--- config.mk ---
export PLATFORM = sky130hd
export DESIGN_NAME = srl_dyn_delay
export DESIGN_NICKNAME = d
export VERILOG_FILES = /design/src/rtl/srl_dyn_bit.sv /design/src/rtl/srl_dyn_delay.sv
export SDC_FILE = /design/constraint.sdc
export NUM_CORES = 1
export LEC_CHECK = 0
export BUFFER_PORTS_ARGS = -buffer_cell sky130_fd_sc_hd__buf_2
export CORE_UTILIZATION = 43
export CTS_BUF_LIST = sky130_fd_sc_hd__clkbuf_4
export DETAILED_ROUTE_END_ITERATION = 12
export HOLD_SLACK_MARGIN = 0.15
export PLACE_DENSITY = 0.66
export SYNTH_ARGS = -nofsm -noshare
export SYNTH_HDL_FRONTEND = slang
export SYNTH_SLANG_ARGS = --single-unit
export TNS_END_PERCENT = 30
--- constraint.sdc ---
create_clock -name CLK -period 1.95 [get_ports CLK]
set_clock_uncertainty 0.15 [all_clocks]
set_input_delay 0.195 -clock CLK [delete_from_list [all_inputs] [get_ports CLK]]
set_output_delay 0.195 -clock CLK [all_outputs]
set_load 0.01 [all_outputs]
--- src/rtl/srl_dyn_bit.sv ---
// One bit of the dynamic delay line: a Depth-deep, CE-gated shift register
// with no reset so it maps onto SRL primitives, plus a programmable tap.
module srl_dyn_bit #(
  parameter int DepthLog2 = 6
) (
  input  logic                 CLK,
  input  logic                 CE,
  input  logic [DepthLog2-1:0] A,
  input  logic                 D,
  output logic                 Q,
  output logic                 Q_LAST
);

  localparam int Depth = 2 ** DepthLog2;

  logic [Depth-1:0] sr;

  always_ff @(posedge CLK) begin
    if (CE) begin
      sr <= {sr[Depth-2:0], D};
    end
  end

  assign Q      = sr[A];
  assign Q_LAST = sr[Depth-1];

endmodule

--- src/rtl/srl_dyn_delay.sv ---
// Bus delay line with a run-time tap, a resettable valid pipeline, an optional
// output register and masking of O_VALID while a tap change settles.
module srl_dyn_delay #(
  parameter int Width     = 16,
  parameter int DepthLog2 = 6,
  parameter bit OutReg    = 1'b1
) (
  input  logic                 CLK,
  input  logic                 RST_N,
  input  logic                 CE,
  input  logic [DepthLog2-1:0] DLY,
  input  logic [Width-1:0]     I,
  input  logic                 I_VALID,
  output logic [Width-1:0]     O,
  output logic                 O_VALID,
  output logic [Width-1:0]     Q_LAST,
  output logic                 SETTLING
);

  localparam int Depth = 2 ** DepthLog2;
  localparam int CntW  = DepthLog2 + 1;

  logic [Depth-1:0]     vld_sr;
  logic [DepthLog2-1:0] dly_q;
  logic [CntW-1:0]      scnt;
  logic [Width-1:0]     o_raw_p0;
  logic                 vld_raw_p0;

  for (genvar b = 0; b < Width; b++) begin : g_bit
    srl_dyn_bit #(.DepthLog2(DepthLog2)) u_bit (
      .CLK    (CLK),
      .CE     (CE),
      .A      (dly_q),
      .D      (I[b]),
      .Q      (o_raw_p0[b]),
      .Q_LAST (Q_LAST[b])
    );
  end

  // Control: valid pipeline, tap register and settle counter. A tap change
  // (re)loads the counter with the new delay so every sample still in flight
  // under the old tap is masked; counter is one bit wider so Depth fits.
  always_ff @(posedge CLK) begin
    if (!RST_N) begin
      vld_sr <= '0;
      dly_q  <= '0;
      scnt   <= '0;
    end else begin
      if (CE) begin
        vld_sr <= {vld_sr[Depth-2:0], I_VALID};
      end
      dly_q <= DLY;
      if (DLY != dly_q) begin
        scnt <= CntW'(DLY) + CntW'(1);
      end else if (CE && (scnt != '0)) begin
        scnt <= scnt - CntW'(1);
      end
    end
  end

  assign SETTLING   = (scnt != '0);
  assign vld_raw_p0 = vld_sr[dly_q] & ~SETTLING;

  // Stage p1: optional CE-gated output register.
  if (OutReg) begin : g_oreg
    logic [Width-1:0] o_p1;
    logic             vld_p1;

    always_ff @(posedge CLK) begin
      if (!RST_N) begin
        o_p1   <= '0;
        vld_p1 <= 1'b0;
      end else if (CE) begin
        o_p1   <= o_raw_p0;
        vld_p1 <= vld_raw_p0;
      end
    end

    assign O       = o_p1;
    assign O_VALID = vld_p1;
  end else begin : g_comb
    assign O       = o_raw_p0;
    assign O_VALID = vld_raw_p0;
  end

endmodule

==> impl_summary.txt, run 1 <==
----------------------------------------------------
[Synthesis]
  Sequential element share of the synthesized area ... 76.6%
  Share of synthesized cell area in full adder, half adder and majority cells ... 0.0881%
  Flip-flop cell with the highest count after synthesis ... sky130_fd_sc_hd__edfxtp_1
  Share of synthesized registers carrying an async set or reset ... 0%
  Area fraction of the dominant cell type after synthesis ... 72.2%
  Xor-xnor portion of the synthesized cell area ... 0.329%
  EDFF count, synth ... 1024
  Mapped Avg Cell Area ... 21.4 µm²
  Number of flip-flops and latches in the synthesized netlist ... 1118
  Number of warnings reported in the yosys synthesis log ... 0
  Cells after Synth ... 1992
  Dominant combinational cell family by area after synthesis ... multiplexers
  Nets in the synthesized netlist ... 2021
  Post-synthesis cell area ... 42600 µm²
  Post-synth cell types ... 42
  Simple logic cell fraction of the synthesized area ... 1.61%
  Cell taking the most area after synthesis ... sky130_fd_sc_hd__edfxtp_1
  Cell types occupying the most area after synthesis ... sky130_fd_sc_hd__edfxtp_1 (72%), sky130_fd_sc_hd__mux4_2 (14%), sky130_fd_sc_hd__dfxtp_1 (4.4%), sky130_fd_sc_hd__a22oi_1 (2.3%), sky130_fd_sc_hd__mux2i_1 (1.6%)
  Complex-gate fraction of the synthesized area ... 3.59%
  Multiplexer fraction of the synthesized cell area ... 16.0%

[CTS]
  Inserted Clock Buffers ... 296
  Clk Latency, worst-skew pair ... 1.09 ns
  CTS tree ... done
  Clock transition at path regs ... 0.07 ns
  Sink count of the clock tree ... 1118
  Number of H-tree branching levels ... 5
  Clock root buffer ... sky130_fd_sc_hd__clkbuf_4
  Buffer depth of the longest clock path ... 4

[Routing]
  Routed WL ... 89.2 mm
  DRC violation count after routing ... 0
  Routed vias/inst ... 5.49
  Post-DRT Antenna Nets ... 0
  Post-DR wirelength/cell ... 22.1 µm
  Violation count after the first detailed-routing iteration ... 2113
  Number of vias in the routed layout ... 22100
  Drt pass-1 iters ... 5

[Floorplan]
  Die Area ... 100000 µm²
  Overall die height ... 317 µm
  Core area ... 98300 µm²
  # IOs ... 60
  Initial cell density of the core ... 43.3%
  Placement Rows ... 115
  Width of the die ... 317 µm

[Timing]
  Worst slew margin relative to its limit ... 66.8%
  Setup repair after global routing missed its margin ... yes
  Final worst path period share ... 126%
  Pins Over Slew Limit ... 0
  Hold violation total from the final report ... 0
  Actual transition at the worst max-transition pin ... 0.497 ns
  Worst setup slack after layout ... -0.513 ns
  Highest Clock Rate ... 406 MHz
  Number of failing setup endpoints in the final timing report ... 42
  Clock period minus worst slack ... 2.46 ns

[Critical path]
  CP bufs+invs ... 5
  Library cell appearing most often on the critical path ... sky130_fd_sc_hd__buf_12
  Crit path DAT ... 3.28 ns
  Delay-heaviest family, CP ... buffers and inverters
  Cells along the critical path ... buf_12 > buf_16 > buf_12 > buf_12 > buf_8 > mux4_2 > a22oi_2 > a21oi_2 > nor4_2 > o21ai_1
  Crit path max fanout ... 7
  CP max stage delay ... 0.51 ns
  Critical path start-end classification ... reg2reg
  Slowest CP cell ... sky130_fd_sc_hd__mux4_2
  Type of origin of the critical path ... flop
  Capturing element type of the critical path ... flop
  Worst endpoint required time ... 2.77 ns

[Place]
  Number of cells in the design after placement ... 3409
  IO buf count ... 59
  Pre-CTS setup slack ... -0.528 ns
  Weighted congestion reported at the end of routability-driven placement ... 0.787
  Half-perimeter wire length after placement ... 53.6 mm

[Cells and area]
  Signed area change from the synthesized netlist to the final layout ... 22.7%
  Fraction of final layout cells sized beyond drive strength 1 ... 43.2%
  Final nets ... 2568
  Final instance count without filler cells ... 4031

[Pwr]
  Switch share ... 22.9%
  Sequential power share ... 54.5%
  Reported leakage power ... 0.0180 µW
  Clock network fraction of design power ... 38.1%
  Total net switching power ... 11900 µW
  Share of total power in combinational logic ... 7.4%
  Power density cells ... 995 nW/µm²
  Max VDD drop ... 0.567 mV
  Cell-internal power ... 40100 µW

[Flow run]
  Maximum Capacitance Violations ... 0

[Global routing]
  Global-route wire length before repair ... 140 mm
  Grt ovf ... 0
  Via count of the first global-routing pass ... 23500
  Global routing usage summed across all routing layers ... 18.2%
  Initial antenna violation count ... 1
  Maximum number of pins on one net before global-route repair ... 72

[Outcome]
  Violations in the final reports ... setup timing
  Run status ... finished with violations

[Hold path]
  Min-delay worst type ... in2reg

----------------------------------------------------
==> worst register-to-register path, delay by kind of cell (launching register included) <==
family / cells / cell delay (ns)
AO/OA/AOI/OAI: 3 / 0.36
buffers and inverters: 5 / 0.67
flip-flops: 1 / 0.40
multiplexers: 1 / 0.51
AND/OR/NAND/NOR: 1 / 0.27
==> synth_stat cells, types with 2 or more instances <==
master                      count
sky130_fd_sc_hd__a211oi_1       6
sky130_fd_sc_hd__a21oi_1       65
sky130_fd_sc_hd__a22oi_1      128
sky130_fd_sc_hd__and2_1         7
sky130_fd_sc_hd__and3_1         2
sky130_fd_sc_hd__buf_1         18
sky130_fd_sc_hd__buf_2         25
sky130_fd_sc_hd__buf_4         24
sky130_fd_sc_hd__buf_6         11
sky130_fd_sc_hd__clkbuf_1      54
sky130_fd_sc_hd__dfxtp_1       94
sky130_fd_sc_hd__edfxtp_1    1024
sky130_fd_sc_hd__ha_1           3
sky130_fd_sc_hd__inv_1          6
sky130_fd_sc_hd__mux2_2         4
sky130_fd_sc_hd__mux2i_1       70
sky130_fd_sc_hd__mux4_2       270
sky130_fd_sc_hd__nand2_1        7
sky130_fd_sc_hd__nand2b_1       3
sky130_fd_sc_hd__nand3_1        6
sky130_fd_sc_hd__nand3b_1      17
sky130_fd_sc_hd__nor2_1        75
sky130_fd_sc_hd__nor2b_1        2
sky130_fd_sc_hd__nor4_1        18
sky130_fd_sc_hd__o2111ai_1      3
sky130_fd_sc_hd__o21ai_0        2
sky130_fd_sc_hd__o21ai_1       17
sky130_fd_sc_hd__o221ai_1       2
sky130_fd_sc_hd__o22ai_1        2
sky130_fd_sc_hd__xnor2_1        9
sky130_fd_sc_hd__xor2_1         7
==> registers in the layout (all words and copies together), names as in the netlist <==
signal          cells
O                  16
scnt                7
vld_sr             64
g_bit.u_bit.sr   1024
O_VALID             1
dly_q               6
==> what timing repair did <==
| item | CTS | global route |
|---|---|---|
| hold buffers | 70 | 1 |
| pin swaps | 41 | 23 |
| buffers inserted | 35 | 7 |
| endpoints found under the hold margin | 1134 | 1111 |
| cloned | 9 | 1 |
| gates resized for setup | 200 | 43 |
| endpoints found under the setup margin | 58 | 59 |
==> per-stage QoR <==
step | hold slack [ns] | TNS, ns | instance area, µm² | power, µW | util (%)
4_1_cts | 0.155 | -16.10 | 52000 | 52600 | 52.9
5_1_grt | 0.159 | -16.98 | 52300 | 54300 | 53.2
2_1_floorplan | 0.141 | -1.91 | 42800 | 30300 | -
3_3_place_gp | 0.225 | -8.14 | 46300 | 31900 | 47.1
3_5_place_dp | 0.223 | -8.22 | 46300 | 32100 | 47.1
6_report | 0.228 | -11.78 | 52300 | 52000 | 53.2
==> kinds of logic (layout without fill, tap and decap cells) <==
logic type,after synthesis,count (layout)
AO/OA/AOI/OAI,231,231
buffers and inverters,140,891
multiplexers,344,344
other,0,1
AND/OR/NAND/NOR,140,140
adder cells (fa/ha/maj),3,3
XOR/XNOR,16,16
flip-flops,1118,1118
==> area by class of cell <==
type	instances	area [µm²]
fill	7505	46000
sequential	1118	32700
multi-input combinational	734	9890
timing repair buffer	382	4450
clock buffer	422	3170
tap	1287	1610
clock inverter	80	419
inverter	7	26.3
antenna	1	2.50
==> cells in the final DEF (no fill, tap or decap), drive strengths merged, types with 2 or more instances in the layout <==
cell type       n
nand3           6
dfxtp          94
edfxtp       1024
a22oi         128
o221ai          2
clkinv         71
nand2           7
inv            12
mux2            4
a21oi          65
a211oi          6
and2            7
buf           314
nor4           18
xnor2           9
o22ai           2
nand3b         17
nand2b          3
o21ai          19
ha              3
nor2           75
mux2i          70
o2111ai         3
xor2            7
mux4          270
clkbuf        423
dlygate4sd3    67
and3            2
bufinv          4
nor2b           2
==> power by group through the flow <==
| stage | combinational, µW | clock (µW) | sequential (µW) |
|---|---|---|---|
| final | 3850 | 19800 | 28300 |
| after global routing | 4090 | 21700 | 28500 |
| after CTS | 3790 | 20400 | 28300 |
| after detailed placement | 3250 | 0 | 28800 |
| after global placement | 3180 | 0 | 28700 |
| after floorplan | 1810 | 0 | 28500 |
==> layer usage <==
metal / global-route usage, % / part of all wire, % / vias to the layer above
met4: 6.20 / 1.6 / 0
met2: 26.6 / 47 / 826
li1: - / - / 9667
met3: 5.46 / 7.4 / 114
met1: 26.2 / 44 / 11500
met5: 0 / 0 / -
==> final timing paths <==
path | from | slack [ns] | end | depth (start not counted)
max | dly_q[0] | -0.51 | O[5] | 10
min | CE | 0.23 | g_bit[11].u_bit.sr[46] | 4
max reg2reg | dly_q[0] | -0.51 | O[5] | 10
min reg2reg | g_bit[12].u_bit.sr[61] | 0.24 | g_bit[12].u_bit.sr[62] | 0
(Power assumes the default switching activity.)
==> run 2: changes to the inputs <==
--- a/config.mk
+++ b/config.mk
@@ -6,6 +6,7 @@
 export NUM_CORES = 1
 export LEC_CHECK = 0
 export BUFFER_PORTS_ARGS = -buffer_cell sky130_fd_sc_hd__buf_2
+export CORE_ASPECT_RATIO = 1.1
 export CORE_UTILIZATION = 43
 export CTS_BUF_LIST = sky130_fd_sc_hd__clkbuf_4
 export DETAILED_ROUTE_END_ITERATION = 12
@@ -13,5 +14,6 @@
 export PLACE_DENSITY = 0.66
 export SYNTH_ARGS = -nofsm -noshare
 export SYNTH_HDL_FRONTEND = slang
+export SYNTH_HIERARCHICAL = 1
 export SYNTH_SLANG_ARGS = --single-unit
 export TNS_END_PERCENT = 30
==> run 2 against run 1 <==
  * The run still ends with setup timing left
  * Core utilization rose by 0.73 points
  * Sequential cell count is the same
  * Critical path depth stayed put
  * Global-route usage fell by 0.99 points
  * Combinational power increased by 4%
  * Via count rose by 4.6%
  * First-iteration DRC count shrank 16%
  * Synthesized cell count grew 4.9%
  * Clock power rose by 3%
  * Critical path type unchanged
  * Largest cell class unchanged
==> impl_summary.txt, run 2 <==
----------------------------------------------------
[Outcome]
  Run status ... finished with violations (unchanged)
  Violations in the final reports ... setup timing (unchanged)

[Timing]
  Pins Over Slew Limit ... 0 (unchanged)
  Final worst path period share ... 135% (was 126%)
  Worst setup slack after layout ... -0.689 ns (was -0.513 ns)
  Setup repair after global routing missed its margin ... yes (unchanged)
  Hold violation total from the final report ... 0 (unchanged)
  Highest Clock Rate ... 379 MHz (was 406 MHz)
  Clock period minus worst slack ... 2.64 ns (was 2.46 ns)
  Final sum of negative setup slack ... -163.41 ns (was -11.78 ns)
  Actual transition at the worst max-transition pin ... 0.946 ns (was 0.497 ns)
  Number of failing setup endpoints in the final timing report ... 808 (was 42)
  Worst slew margin relative to its limit ... 36.7% (was 66.8%)

[Cells and area]
  Flip-flop count of the largest register after layout ... 1024 (unchanged)
  Signed area change from the synthesized netlist to the final layout ... 23.5% (was 22.7%)
  Total area of multi-input combinational cells ... 10500 µm² (was 9890 µm²)
  Combined flip-flop and latch cell area ... 32700 µm² (about the same)
  Largest Register ... g_bit.u_bit/sr (was g_bit.u_bit.sr)
  Commonest non-fill, non-tap cell in the layout ... sky130_fd_sc_hd__edfxtp_1 (unchanged)
  Fill cell count ... 7691 (was 7505)
  Final nets ... 2844 (was 2568)
  Layout Utilization ... 53.9% (was 53.2%)
  Fraction of final layout cells sized beyond drive strength 1 ... 42.1% (was 43.2%)
  Commonest non-fill, non-tap cells in the layout ... sky130_fd_sc_hd__edfxtp_1 (1024), sky130_fd_sc_hd__clkbuf_4 (463), sky130_fd_sc_hd__mux4_2 (267) (was sky130_fd_sc_hd__edfxtp_1 (1024), sky130_fd_sc_hd__clkbuf_4 (422), sky130_fd_sc_hd__mux4_2 (270))

[Synthesis]
  Number of flip-flops and latches in the synthesized netlist ... 1118 (unchanged)
  Share of synthesized registers carrying an async set or reset ... 0% (unchanged)
  Cell types occupying the most area after synthesis ... sky130_fd_sc_hd__edfxtp_1 (71%), sky130_fd_sc_hd__mux4_2 (14%), sky130_fd_sc_hd__dfxtp_1 (4.3%), sky130_fd_sc_hd__mux2i_1 (2.4%), sky130_fd_sc_hd__nor2_1 (0.99%) (was sky130_fd_sc_hd__edfxtp_1 (72%), sky130_fd_sc_hd__mux4_2 (14%), sky130_fd_sc_hd__dfxtp_1 (4.4%), sky130_fd_sc_hd__a22oi_1 (2.3%), sky130_fd_sc_hd__mux2i_1 (1.6%))
  Flip-flop cell with the highest count after synthesis ... sky130_fd_sc_hd__edfxtp_1 (unchanged)
  Area fraction of the dominant cell type after synthesis ... 70.8% (was 72.2%)
  Cell types with the highest counts after synthesis ... sky130_fd_sc_hd__edfxtp_1 (1024), sky130_fd_sc_hd__mux4_2 (266), sky130_fd_sc_hd__nor2_1 (114) (was sky130_fd_sc_hd__edfxtp_1 (1024), sky130_fd_sc_hd__mux4_2 (270), sky130_fd_sc_hd__a22oi_1 (128))
  Post-synth cell types ... 47 (was 42)
  Number of warnings reported in the yosys synthesis log ... 6 (was 0)
  Cell taking the most area after synthesis ... sky130_fd_sc_hd__edfxtp_1 (unchanged)
  Post-synthesis cell area ... 43400 µm² (was 42600 µm²)
  Cells after Synth ... 2090 (was 1992)
  EDFF count, synth ... 1024 (unchanged)
  Library cell with the highest instance count after synthesis ... sky130_fd_sc_hd__edfxtp_1 (unchanged)
  Sequential element share of the synthesized area ... 75.1% (was 76.6%)
  Nets in the synthesized netlist ... 2119 (was 2021)
  Mapped Avg Cell Area ... 20.8 µm² (was 21.4 µm²)

[Hold path]
  Hold-critical path endpoint ... g_bit[8].u_bit/sr[12] (was g_bit[11].u_bit.sr[46])
  Worst min-delay path startpoint ... g_bit[8].u_bit/sr[11] (was CE)
  Hold-critical path depth ... 0 (was 4)
  Min-delay worst type ... reg2reg (was in2reg)

[Routing]
  Drt pass-1 iters ... 5 (unchanged)
  Post-DR wirelength/cell ... 20.1 µm (was 22.1 µm)
  Number of vias in the routed layout ... 23200 (was 22100)
  Violation count after the first detailed-routing iteration ... 1770 (was 2113)
  Routed WL ... 86.7 mm (was 89.2 mm)
  Routed vias/inst ... 5.36 (was 5.49)
  DRC violation count after routing ... 0 (unchanged)
  Post-DRT Antenna Nets ... 0 (unchanged)

[Global routing]
  Maximum number of pins on one net before global-route repair ... 95 (was 72)
  Grt ovf ... 0 (unchanged)
  Global-route wire length before repair ... 139 mm (was 140 mm)
  Initial antenna violation count ... 5 (was 1)
  Global routing usage summed across all routing layers ... 17.2% (was 18.2%)
  Via count of the first global-routing pass ... 24900 (was 23500)

[Pwr]
  Sequential power share ... 53.7% (was 54.5%)
  Share of total power in combinational logic ... 7.6% (was 7.4%)
  Power density cells ... 984 nW/µm² (was 995 nW/µm²)
  Clock network fraction of design power ... 38.7% (was 38.1%)
  Total power after layout ... 52800 µW (was 52000 µW)
  Switch share ... 22.7% (was 22.9%)
  Max VDD drop ... 0.557 mV (was 0.567 mV)
  Reported leakage power ... 0.0190 µW (was 0.0180 µW)
  Total net switching power ... 12000 µW (was 11900 µW)
  Cell-internal power ... 40800 µW (was 40100 µW)

[Critical path]
  Worst endpoint required time ... 2.86 ns (was 2.77 ns)
  Crit path max fanout ... 5 (was 7)
  FF-to-FF End ... O[9] (was O[5])
  Type of origin of the critical path ... flop (unchanged)
  Capturing element type of the critical path ... flop (unchanged)
  Launch instance of the worst register-to-register path ... dly_q[0] (unchanged)
  Crit path DAT ... 3.55 ns (was 3.28 ns)
  Critical path start-end classification ... reg2reg (unchanged)
  Worst r2r path cells ... 10 (unchanged)
  R2R Setup Slk ... -0.69 ns (was -0.51 ns)

[Flow run]
  Maximum Capacitance Violations ... 0 (unchanged)

[CTS]
  Buffer depth of the longest clock path ... 4 (unchanged)
  CTS tree ... done (unchanged)
  Number of H-tree branching levels ... 5 (unchanged)
  Clock root buffer ... sky130_fd_sc_hd__clkbuf_4 (unchanged)
  Sink count of the clock tree ... 1118 (unchanged)
  Clk Latency, worst-skew pair ... 1.17 ns (was 1.09 ns)
  Clock transition at path regs ... 0.07 ns (about the same)
  Inserted Clock Buffers ... 309 (was 296)

[Place]
  Weighted congestion reported at the end of routability-driven placement ... 0.776 (was 0.787)
  IO buf count ... 59 (unchanged)
  Half-perimeter wire length after placement ... 51.4 mm (was 53.6 mm)

[Floorplan]
  Die Area ... 102000 µm² (was 100000 µm²)
  # IOs ... 60 (unchanged)
  Initial cell density of the core ... 43.7% (was 43.3%)
  Width of the die ... 305 µm (was 317 µm)
  Overall die height ... 335 µm (was 317 µm)
  Placement Rows ... 121 (was 115)
  Core area ... 99500 µm² (was 98300 µm²)

----------------------------------------------------
==> run 2: cell types whose count changed in the layout (fill, tap and decap cells not counted), moves of 33 or more <==
cell,delta
sky130_fd_sc_hd__a22oi_1,-44
sky130_fd_sc_hd__a22oi_2,-50
sky130_fd_sc_hd__buf_4,+112
sky130_fd_sc_hd__clkbuf_4,+41
sky130_fd_sc_hd__mux2i_1,+33
sky130_fd_sc_hd__nor2_1,+40
sky130_fd_sc_hd__nor2b_1,+37
==> run 2: routing by layer <==
metal  track usage, %  wire (µm)  up-vias
li1                 -          -    10300
met3             4.01       4460      176
met4             7.35       2080        4
met2             26.9      42100      683
met1             23.3      38000    11900
met5                0         30        -
==> run 2: layout make-up <==
| cell class | instances | area share (%) |
|---|---|---|
| Tap cell | 1291 | 3.01 |
| Timing Repair Buffer | 487 | 9.20 |
| Inverter | 35 | 0.247 |
| Antenna cell | 7 | 0.0327 |
| Clock buffer | 463 | 6.48 |
| Clock inverter | 56 | 0.530 |
| Sequential cell | 1118 | 61.0 |
| Multi-Input combinational cell | 864 | 19.5 |
==> run 2: cells by family after synthesis <==
group / count (synthesis) / share of synthesized area, %
buffers and inverters: 108 / 1.65
multiplexers: 392 / 17.0
flip-flops: 1118 / 75.1
XOR/XNOR: 16 / 0.323
adder cells (fa/ha/maj): 3 / 0.0864
AND/OR/NAND/NOR: 262 / 2.81
AO/OA/AOI/OAI: 191 / 3.03
==> run 2: worst max path at each step <==
stage / start / slack (ns) / to / cells past startpoint
floorplan: dly_q[1] / -0.53 / O_VALID / 6
global placement: dly_q[0] / -0.62 / O[9] / 9
detailed placement: dly_q[0] / -0.64 / O[14] / 9
CTS: dly_q[0] / -0.73 / O[6] / 10
global route: dly_q[0] / -0.80 / O[0] / 10
finish: dly_q[0] / -0.69 / O[9] / 10
==> run 2: repair_timing <==
action                                   CTS  global route
endpoints found under the setup margin    58           992
resized for setup                        117            85
pin swaps                                 38            43
endpoints found under the hold margin   1134           159
setup buffers                             35            20
cloned                                     5             1
hold buffers                              75             2
==> run 2: critical path, cell delays in order (launching register included) <==
cell	delay (ns)
sky130_fd_sc_hd__dfxtp_4	0.43
sky130_fd_sc_hd__buf_12	0.15
sky130_fd_sc_hd__buf_12	0.13
sky130_fd_sc_hd__buf_6	0.10
sky130_fd_sc_hd__buf_6	0.10
sky130_fd_sc_hd__mux4_2	0.49
sky130_fd_sc_hd__mux2_4	0.30
sky130_fd_sc_hd__a2111oi_4	0.36
sky130_fd_sc_hd__nor2_1	0.10
sky130_fd_sc_hd__mux2i_1	0.15
sky130_fd_sc_hd__nor2_1	0.07
==> run 2: stage by stage <==
step	cells	setup WS (ns)	instance area, µm²	hold WS (ns)
after floorplan	2090	-0.529	43500	0.144
after global placement	3662	-0.625	47700	0.226
final	4321	-0.689	53600	0.210
after global routing	4321	-0.796	53600	0.187
after CTS	4294	-0.726	53000	0.164
after detailed placement	3662	-0.644	47700	0.225
==> run 2: power groups by stage <==
stage / logic, µW / clock network [µW] / registers (µW)
after global routing: 4280 / 22400 / 28500
after global placement: 3430 / 0 / 28700
after floorplan: 1870 / 0 / 28600
after CTS: 3870 / 21200 / 28400
after detailed placement: 3500 / 0 / 28800
final: 3990 / 20400 / 28300
